[src/rtl/pocket_event_arbiter_pkg.sv]
// Shared types and helpers for the pocket event arbiter slice.
package pocket_pkg;

    typedef enum logic [1:0] {IDLE, OFFER, SETTLE, RESPAWN} pocket_state_t;

    localparam int CUE_BALL = 0;

    function automatic int ball_w(input int n);
        return (n > 1) ? $clog2(n) : 1;
    endfunction

endpackage

[src/rtl/pocket_event_arbiter_if.sv]
// Valid/ready event channel from the arbiter to the score/turn unit.
interface pocket_event_arbiter_if #(
    parameter int BALL_W = 4,
    parameter int HOLE_W = 3
) ();

    logic              pocketValid;
    logic              pocketReady;
    logic [BALL_W-1:0] pocketBall;
    logic [HOLE_W-1:0] pocketHole;

    modport master (output pocketValid, output pocketBall, output pocketHole, input pocketReady);
    modport slave  (input pocketValid, input pocketBall, input pocketHole, output pocketReady);

endinterface

[src/rtl/pocket_event_arbiter_rr.sv]
// Combinational round-robin arbiter: first set request at or after ptr, wrapping.
module rr_arbiter
    import pocket_pkg::*;
#(
    parameter  int N     = 16,
    localparam int IDX_W = ball_w(N)
) (
    input  logic [N-1:0]     req,
    input  logic [IDX_W-1:0] ptr,
    output logic             gnt_valid,
    output logic [IDX_W-1:0] gnt_idx
);

    always_comb begin
        int j;
        j         = 0;
        gnt_valid = 1'b0;
        gnt_idx   = '0;
        // Scan from the farthest offset down so the nearest request wins last.
        for (int i = N - 1; i >= 0; i--) begin
            j = int'(ptr) + i;
            if (j >= N) j = j - N;
            if (req[IDX_W'(j)]) begin
                gnt_valid = 1'b1;
                gnt_idx   = IDX_W'(j);
            end
        end
    end

endmodule

[src/rtl/pocket_event_arbiter.sv]
// Captures per-ball pocket pulses, serialises them round-robin to the score unit,
// hides pocketed balls and sequences cue-ball respawn after a frame-counted settle.
module pocket_event_arbiter
    import pocket_pkg::*;
#(
    parameter  int NUM_BALLS     = 16,
    parameter  int HOLE_W        = 3,
    parameter  int SETTLE_FRAMES = 8,
    localparam int BALL_W        = ball_w(NUM_BALLS)
) (
    input  logic                          clk,
    input  logic                          reset,
    input  logic                          startOfFrame,
    input  logic [NUM_BALLS-1:0]          holeHit,
    input  logic [NUM_BALLS*HOLE_W-1:0]   holeNumberHit,
    input  logic                          clearAll,
    pocket_event_arbiter_if.master        pocket,
    output logic                          respawnReq,
    input  logic                          respawnAck,
    output logic [NUM_BALLS-1:0]          ballHide,
    output logic                          busy
);

    localparam int CNT_W = (SETTLE_FRAMES > 0) ? $clog2(SETTLE_FRAMES + 1) : 1;

    pocket_state_t         state_q, state_d;
    logic [NUM_BALLS-1:0]  pending_q, pending_d;
    logic [NUM_BALLS-1:0]  hide_q, hide_d;
    logic [HOLE_W-1:0]     hole_q [NUM_BALLS];
    logic [HOLE_W-1:0]     hole_d [NUM_BALLS];
    logic [BALL_W-1:0]     rr_ptr_q, rr_ptr_d;
    logic [BALL_W-1:0]     ball_q, ball_d;
    logic [HOLE_W-1:0]     hole_out_q, hole_out_d;
    logic                  valid_q, valid_d;
    logic                  respawn_q, respawn_d;
    logic [CNT_W-1:0]      cnt_q, cnt_d;

    logic [NUM_BALLS-1:0]  cap;
    logic [CNT_W-1:0]      cnt_inc;
    logic                  settle_done;
    logic                  gnt_valid;
    logic [BALL_W-1:0]     gnt_idx;

    rr_arbiter #(.N(NUM_BALLS)) u_rr (
        .req       (pending_q),
        .ptr       (rr_ptr_q),
        .gnt_valid (gnt_valid),
        .gnt_idx   (gnt_idx)
    );

    always_comb begin
        state_d    = state_q;
        rr_ptr_d   = rr_ptr_q;
        ball_d     = ball_q;
        hole_out_d = hole_out_q;
        valid_d    = valid_q;
        respawn_d  = respawn_q;
        cnt_d      = cnt_q;
        hole_d     = hole_q;

        cap         = holeHit & ~hide_q;
        cnt_inc     = cnt_q + CNT_W'(1);
        settle_done = (SETTLE_FRAMES == 0) ||
                      (startOfFrame && (cnt_inc == CNT_W'(SETTLE_FRAMES)));

        pending_d = pending_q | cap;
        hide_d    = hide_q | cap;
        for (int i = 0; i < NUM_BALLS; i++) begin
            if (cap[i]) hole_d[i] = holeNumberHit[i*HOLE_W +: HOLE_W];
        end

        case (state_q)
            IDLE: begin
                if (gnt_valid) begin
                    pending_d[gnt_idx] = 1'b0;
                    ball_d     = gnt_idx;
                    hole_out_d = hole_q[gnt_idx];
                    rr_ptr_d   = (gnt_idx == BALL_W'(NUM_BALLS - 1)) ? '0 : gnt_idx + BALL_W'(1);
                    valid_d    = 1'b1;
                    state_d    = OFFER;
                end
            end
            OFFER: begin
                if (pocket.pocketReady) begin
                    valid_d = 1'b0;
                    cnt_d   = '0;
                    state_d = SETTLE;
                end
            end
            SETTLE: begin
                if (settle_done) begin
                    cnt_d = '0;
                    if (ball_q == BALL_W'(CUE_BALL)) begin
                        respawn_d = 1'b1;
                        state_d   = RESPAWN;
                    end else begin
                        state_d = IDLE;
                    end
                end else if (startOfFrame) begin
                    cnt_d = cnt_inc;
                end
            end
            RESPAWN: begin
                if (respawnAck) begin
                    respawn_d        = 1'b0;
                    hide_d[CUE_BALL] = 1'b0;
                    state_d          = IDLE;
                end
            end
            default: state_d = IDLE;
        endcase

        // New rack wins over everything, but the fairness pointer survives it.
        if (clearAll) begin
            pending_d  = '0;
            hide_d     = '0;
            state_d    = IDLE;
            valid_d    = 1'b0;
            respawn_d  = 1'b0;
            cnt_d      = '0;
            ball_d     = '0;
            hole_out_d = '0;
            rr_ptr_d   = rr_ptr_q;
        end
    end

    always_ff @(posedge clk) begin
        if (reset) begin
            state_q    <= IDLE;
            pending_q  <= '0;
            hide_q     <= '0;
            hole_q     <= '{default: '0};
            rr_ptr_q   <= '0;
            ball_q     <= '0;
            hole_out_q <= '0;
            valid_q    <= 1'b0;
            respawn_q  <= 1'b0;
            cnt_q      <= '0;
        end else begin
            state_q    <= state_d;
            pending_q  <= pending_d;
            hide_q     <= hide_d;
            hole_q     <= hole_d;
            rr_ptr_q   <= rr_ptr_d;
            ball_q     <= ball_d;
            hole_out_q <= hole_out_d;
            valid_q    <= valid_d;
            respawn_q  <= respawn_d;
            cnt_q      <= cnt_d;
        end
    end

    assign pocket.pocketValid = valid_q;
    assign pocket.pocketBall  = ball_q;
    assign pocket.pocketHole  = hole_out_q;
    assign respawnReq         = respawn_q;
    assign ballHide           = hide_q;
    assign busy               = (state_q != IDLE) || (|pending_q);

endmodule

[src/flat_wrapper.sv]
// flat-port wrapper written by rule: the top's interface ports become plain ports
module pocket_event_arbiter_flat import pocket_pkg::*;
#(
    parameter  int NUM_BALLS     = 16,
    parameter  int HOLE_W        = 3,
    parameter  int SETTLE_FRAMES = 8,
    localparam int BALL_W        = ball_w(NUM_BALLS)
)
  (clk, reset, startOfFrame, holeHit, holeNumberHit, clearAll, respawnReq, respawnAck, ballHide, busy, pocket_pocketValid, pocket_pocketBall, pocket_pocketHole, pocket_pocketReady);
  pocket_event_arbiter_if #(.BALL_W((4)), .HOLE_W(HOLE_W)) pocket_i ();
  input  logic clk;
  input  logic reset;
  input  logic startOfFrame;
  input  logic [NUM_BALLS-1:0] holeHit;
  input  logic [NUM_BALLS*HOLE_W-1:0] holeNumberHit;
  input  logic clearAll;
  output logic respawnReq;
  input  logic respawnAck;
  output logic [NUM_BALLS-1:0] ballHide;
  output logic busy;
  output wire logic [$bits(pocket_i.pocketValid)-1:0] pocket_pocketValid;
  output wire logic [$bits(pocket_i.pocketBall)-1:0] pocket_pocketBall;
  output wire logic [$bits(pocket_i.pocketHole)-1:0] pocket_pocketHole;
  input wire logic [$bits(pocket_i.pocketReady)-1:0] pocket_pocketReady;
  assign pocket_pocketValid = pocket_i.pocketValid;
  assign pocket_pocketBall = pocket_i.pocketBall;
  assign pocket_pocketHole = pocket_i.pocketHole;
  assign pocket_i.pocketReady = pocket_pocketReady;
  pocket_event_arbiter #(.NUM_BALLS(NUM_BALLS), .HOLE_W(HOLE_W), .SETTLE_FRAMES(SETTLE_FRAMES)) u_core (.clk(clk), .reset(reset), .startOfFrame(startOfFrame), .holeHit(holeHit), .holeNumberHit(holeNumberHit), .clearAll(clearAll), .pocket(pocket_i), .respawnReq(respawnReq), .respawnAck(respawnAck), .ballHide(ballHide), .busy(busy));
endmodule
[config.mk]
export PLATFORM = sky130hd
export DESIGN_NAME = pocket_event_arbiter_flat
export DESIGN_NICKNAME = d
export VERILOG_FILES = /design/src/rtl/pocket_event_arbiter_pkg.sv /design/src/rtl/pocket_event_arbiter_if.sv /design/src/rtl/pocket_event_arbiter_rr.sv /design/src/rtl/pocket_event_arbiter.sv /design/src/flat_wrapper.sv
export SDC_FILE = /design/constraint.sdc
export NUM_CORES = 1
export LEC_CHECK = 0
export BUFFER_PORTS_ARGS = -buffer_cell sky130_fd_sc_hd__buf_4
export CAP_MARGIN = 20
export CORE_UTILIZATION = 40
export DETAILED_ROUTE_END_ITERATION = 16
export PLACE_DENSITY_LB_ADDON = 0.08
export SLEW_MARGIN = 20
export SYNTH_ARGS = -nofsm -noshare
export SYNTH_HDL_FRONTEND = slang
export SYNTH_SLANG_ARGS = --single-unit
export TNS_END_PERCENT = 5
[constraint.sdc]
create_clock -name clk -period 6.61 [get_ports clk]
set_clock_uncertainty 0.15 [all_clocks]
set_input_delay 0.9915 -clock clk [delete_from_list [all_inputs] [get_ports clk]]
set_output_delay 0.9915 -clock clk [all_outputs]
set_load 0.005 [all_outputs]
======== Yosys cells after proc, flatten, opt, wreduce, memory -nomap -nowiden ========
Index checks and enable logic that the tools add are counted.
operators by class
  reductions and logical operators ........ 17
  bitwise operators ....................... 8
  equal/unequal tests ..................... 11
  magnitude comparators ................... 35
  multipliers ............................. 0
  divide/modulo/power cells ............... 0
  add/subtract/negate cells ............... 33
  mux-type cells .......................... 123
  shift-type cells ........................ 0
operator list
  operator                                                                      number
  4-bit two-way mux                                                             36
  4-bit by 6-bit less-than comparator with 1-bit output, second input constant  16
  5-bit greater-or-equal comparator, second input constant                      16
  1-bit binary-select mux with 4-bit select                                     16
  4-bit by 1-bit subtractor with 4-bit output, second input constant            16
  1-bit two-way mux                                                             56
  4-bit by 4-bit adder with 5-bit output, second input constant                 8
  16-bit bitwise AND                                                            2
  16-bit two-way mux                                                            2
  16-bit NOT                                                                    2
  16-bit bitwise OR                                                             2
  4-bit by 3-bit adder with 5-bit output, second input constant                 4
  16-bit OR reduction                                                           1
  3-bit binary-select mux with 4-bit select                                     1
  4-bit by 2-bit adder with 5-bit output, second input constant                 2
  2-bit two-way mux                                                             5
  3-bit AND reduction                                                           3
  4-bit by 1-bit adder with 4-bit output, second input constant                 2
  4-bit equality test, second input constant                                    2
  2-bit one-hot mux with 4 select lines                                         1
  4-bit one-hot mux with 2 select lines                                         1
  4-bit AND reduction                                                           2
  2-bit nonzero test                                                            4
  3-bit two-way mux                                                             2
  other kinds (19)                                                              25
storage, ports and cells
  memories ................................ 0
  bits in writable memories ............... 0
  logic and storage cells ................. 252
  output and inout bits ................... 26
  memory bits (read-only) ................. 0
  latch bits .............................. 0
  register bits after elaboration ......... 99

======== Logic depth before layout (Yosys ltp) ========
  depth in word-level cells ............... 30
  mapped depth ............................ 22

======== Cells and area by module ========
From an unflattened synthesis, not the netlist that was laid out.
unflattened totals
  cells, all modules ...................... 694
  area total of the unflattened synthesis .. 6451.2 µm²
modules (own cells, without submodules)
  module                area an instance (µm²)  times used  sequential area each (µm²)  cells an instance
  pocket_event_arbiter  4122.7                  1           1981.9                      435
  rr_arbiter            2328.5                  1           0.0                         259

======== Least setup slack after synthesis ========
No wires, ideal clock.
  kind .................................... register to register
  start ................................... register u_core.rr_ptr_q[0]
  end ..................................... register u_core.hole_out_q[1] (netlist: u_core.pocket.pocketHole[1])
  path buffers ............................ 7
  slack ................................... 1.824 ns
  cell stages (with the launch flop) ...... 22
  setup time .............................. 0.117 ns
  data required time ...................... 6.343 ns
  arrival ................................. 4.519 ns
  cells stage by stage .................... dfxtp_1 -> buf_6 -> buf_4 -> inv_2 -> clkbuf_1 -> ha_1 -> buf_2 -> buf_2 -> mux2_1 -> mux2i_1 -> mux4_2 -> o221ai_1 -> and4b_1 -> or3_1 -> o21ai_2 -> and2_4 -> buf_6 -> buf_6 -> mux4_1 -> a32oi_1 -> o221ai_1 -> a22o_1
between the ends
  cells in the longest elaborated chain, start to end .. 26
  elaborated cells between the ends (all ways) .. 148
RTL lines
  element                                                                                           RTL line                       source
  start: declaration                                                                                pocket_event_arbiter.sv:31     logic [BALL_W-1:0] rr_ptr_q, rr_ptr_d;
  start signal: assignment                                                                          pocket_event_arbiter.sv:144    rr_ptr_q <= rr_ptr_d;
  4-bit by 4-bit adder with 5-bit output                                                            pocket_event_arbiter_rr.sv:21  j = int'(ptr) + i;
  4-bit by 1-bit subtractor with 4-bit output or 5-bit greater-or-equal comparator (tied branches)  pocket_event_arbiter_rr.sv:22  if (j >= N) j = j - N;
  4-bit two-way mux                                                                                 pocket_event_arbiter_rr.sv:22
  1-bit binary-select mux with 4-bit select                                                         pocket_event_arbiter_rr.sv:23  if (req[IDX_W'(j)]) begin
  1-bit two-way mux (implied by the code) (2 in a row)                                              pocket_event_arbiter_rr.sv:23
  4-bit two-way mux (16 in a row)                                                                   pocket_event_arbiter_rr.sv:23
  4-bit NOT with 5-bit output (implied by the code)                                                 pocket_event_arbiter.sv:77     hole_out_d = hole_q[gnt_idx];
  3-bit binary-select mux with 4-bit select                                                         pocket_event_arbiter.sv:77
  3-bit two-way mux (implied by the code) (2 in a row)                                              pocket_event_arbiter.sv:77
  end signal: assignment                                                                            pocket_event_arbiter.sv:146    hole_out_q <= hole_out_d;
  end: declaration                                                                                  pocket_event_arbiter.sv:33     logic [HOLE_W-1:0] hole_out_q, hole_out_d;
Parallel ways exist; a longest one is shown, timed or not. The select of a mux whose other input is x is not followed.
A chain may end at the register's enable or synchronous reset.

======== Worst setup path after layout ========
Ends and elaborated chain as after synthesis.

==> metrics.txt <==
crit path capture type flip-flop; share of post-route cells with drive strength above 1 20.4%; post-synthesis adder-cell area fraction 1.93%; Via density 5.79; cts bufs inserted 9; Critical Path Fanout Max 28; vias in the first global route 5767; post-synth cell types 70; Die H 129 um; DRT Pass-1 Iters 5; Pins Over Slew Limit 0; dpl hpwl 15900 um; Syn Area/Cell 8.78 um^2; Clk pin slew, worst setup/hold paths 0.07 ns; area grow syn2layout 18.5%; post-synthesis simple-gate area fraction 20.2%; CP Class flip-flop to flip-flop; slew at the pin closest to its max-slew limit 1.05 ns; Seq/Total Area, Yosys 30.5%; WP data arrival 5.21 ns; die area 16700 um^2; Nets 902; Final ANT Viol Nets 0; Iteration-0 DRC Markers 456; XOR/XNOR Fraction of Synth Area 2.28%; largest area contributor in the synthesized netlist dfxtp_1; main area contributors after synthesis dfxtp_1 31%, mux2i_1 14%, mux4_2 7.3%; Clock Sinks 99; Final period util 77.4%; Ys Warns 0; CTS resizes 0; PortBufs 95; CTS tree yes; Max Cap Viol 0; minimum clock period 5.11 ns; Post-CTS Hold Fix Bufs 0; initial core utilization 40.8%; hold crit path type flip-flop to flip-flop; drt drc 0; GPL Wtd Cong 0.932; Skew-Pair Late Insertion Delay 0.35 ns; Post-synth EDFFs 0; chip width 129 um; worst path required time 6.71 ns; Core Region 15900 um^2; RSZ-0062 raised after global routing false; Seq cells post-synth 99; final setup vio count 0; Synth async-reset ratio 0%; Fin. Hold Viols 0; largest net degree at the start of global routing 57; global-route wire length before repair 32300 um; PnR worst setup slack 1.50 ns; initial antenna violation count 0; slew margin rel. 30.1%; routed vias 6037; main combinational cell family by area after synthesis multiplexers; # IOs 96; final WL 21000 um; ant diodes 0; number of H-tree levels 3; Mapped Area 6490 um^2; Max Clk Rate 196 MHz; P per Cell Area 512 nW/um^2; per-cell routed wire length 20.1 um; syn nets 819; Total GRT Usage 25.6%; Leak 3.22 nW; Most used DFF post-synth dfxtp_1; share of the synthesized area in the top cell type 30.5%; status finished, final reports clean; Startpoint Class flip-flop; mux contribution to synthesized area 27.4%; maximum buffer depth of the clock tree 2; Setup TNS 0 ns; grt total ovfl 0; root buf cell clkbuf_16; number of cell rows 46; Post-CTS Setup Inserts 0; synth cell count leaders 120 x nor2_1, 99 x dfxtp_1, 92 x mux2i_1; Worst VDD drop 0.000309 V; top-count cell post-synth nor2_1; Place WS 1.55 ns; cell count after synthesis 739; post-synthesis compound-gate area fraction 14.2%
-- worst paths after layout --
kind / from / endpoint / slack [ns] / cells after the start
min reg2reg: u_core.pocket.pocketHole[1] / u_core.pocket.pocketHole[1] / 0.33 / 1
max: u_core.rr_ptr_q[0] / u_core.pocket.pocketHole[1] / 1.50 / 14
max reg2reg: u_core.rr_ptr_q[0] / u_core.pocket.pocketHole[1] / 1.50 / 14
min: u_core.pocket.pocketHole[1] / u_core.pocket.pocketHole[1] / 0.33 / 1
-- sequential cells by signal, summed over array words and instances (netlist names) --
register / flops
u_core.pocket.pocketHole: 3
u_core.respawnReq: 1
u_core.state_q: 2
u_core.pocket.pocketBall: 4
u_core.pocket.pocketValid: 1
u_core.ballHide: 16
u_core.cnt_q: 4
u_core.pending_q: 16
u_core.hole_q: 48
u_core.rr_ptr_q: 4
-- kinds of logic (layout without fill, tap and decap cells) --
kind of cell               after synthesis  after routing
buffers and inverters                   49            137
AOI/OAI and AO/OA                      143            143
xor gates and xnor gates                16             16
muxes                                  145            145
adders and majority gates               10             10
DFF                                     99             99
and+or+nand+nor                        277            277
-- routing by layer --
layer | GRT usage, % | up-vias | routed length, um
li1 | - | 2894 | -
met1 | 33.1 | 2885 | 8880
met2 | 42.1 | 213 | 10200
met3 | 3.63 | 45 | 1060
met4 | 12.3 | 0 | 845
met5 | 0 | - | 0
-- critical path: stages (launching register included) --
cell and delay, ns:
dfxtp_1 0.35, inv_2 0.15, ha_1 0.75, mux2_1 0.41
mux2i_1 0.37, mux4_2 0.42, o221ai_1 0.15, and4b_1 0.22
or3_1 0.32, o21ai_2 0.28, and2_4 0.46, mux4_1 0.36
a32oi_1 0.20, o221ai_1 0.16, a22o_1 0.24
-- metrics by stage --
step,hold WS [ns],util [%],area [um^2],total power [W],instances
2_1_floorplan,0.301,-,6490,0.00274,739
3_3_place_gp,0.319,46.6,7400,0.00338,1027
3_5_place_dp,0.322,46.6,7400,0.00339,1027
4_1_cts,0.341,48.4,7690,0.00392,1043
5_1_grt,0.349,48.4,7690,0.00420,1043
6_report,0.335,48.4,7690,0.00394,1043
-- cell usage in the layout, fill, tap and decap left out, types with 15 or more instances in the layout --
cell type  count
nor2b_1       27
a21oi_1       35
nor3_1        15
nor2_1       120
nand2_1       44
o21ai_0       31
nand3_1       18
mux4_2        21
dfxtp_1       99
buf_4        107
mux2_1        16
mux2i_1       92
-- cell type report --
class | count | area [um^2]
sequential | 99 | 1980
tap | 216 | 270
timing repair buffer | 107 | 803
fill | 1562 | 8190
inverter | 14 | 52.6
clock inverter | 6 | 56.3
clock buffer | 10 | 239
multi-input combinational | 591 | 4290
-- report_power, final --
group          switching (W)  internal (W)
sequential         0.0000847      0.000663
clock               0.000253      0.000274
combinational        0.00158       0.00108
(Power assumes the default switching activity.)
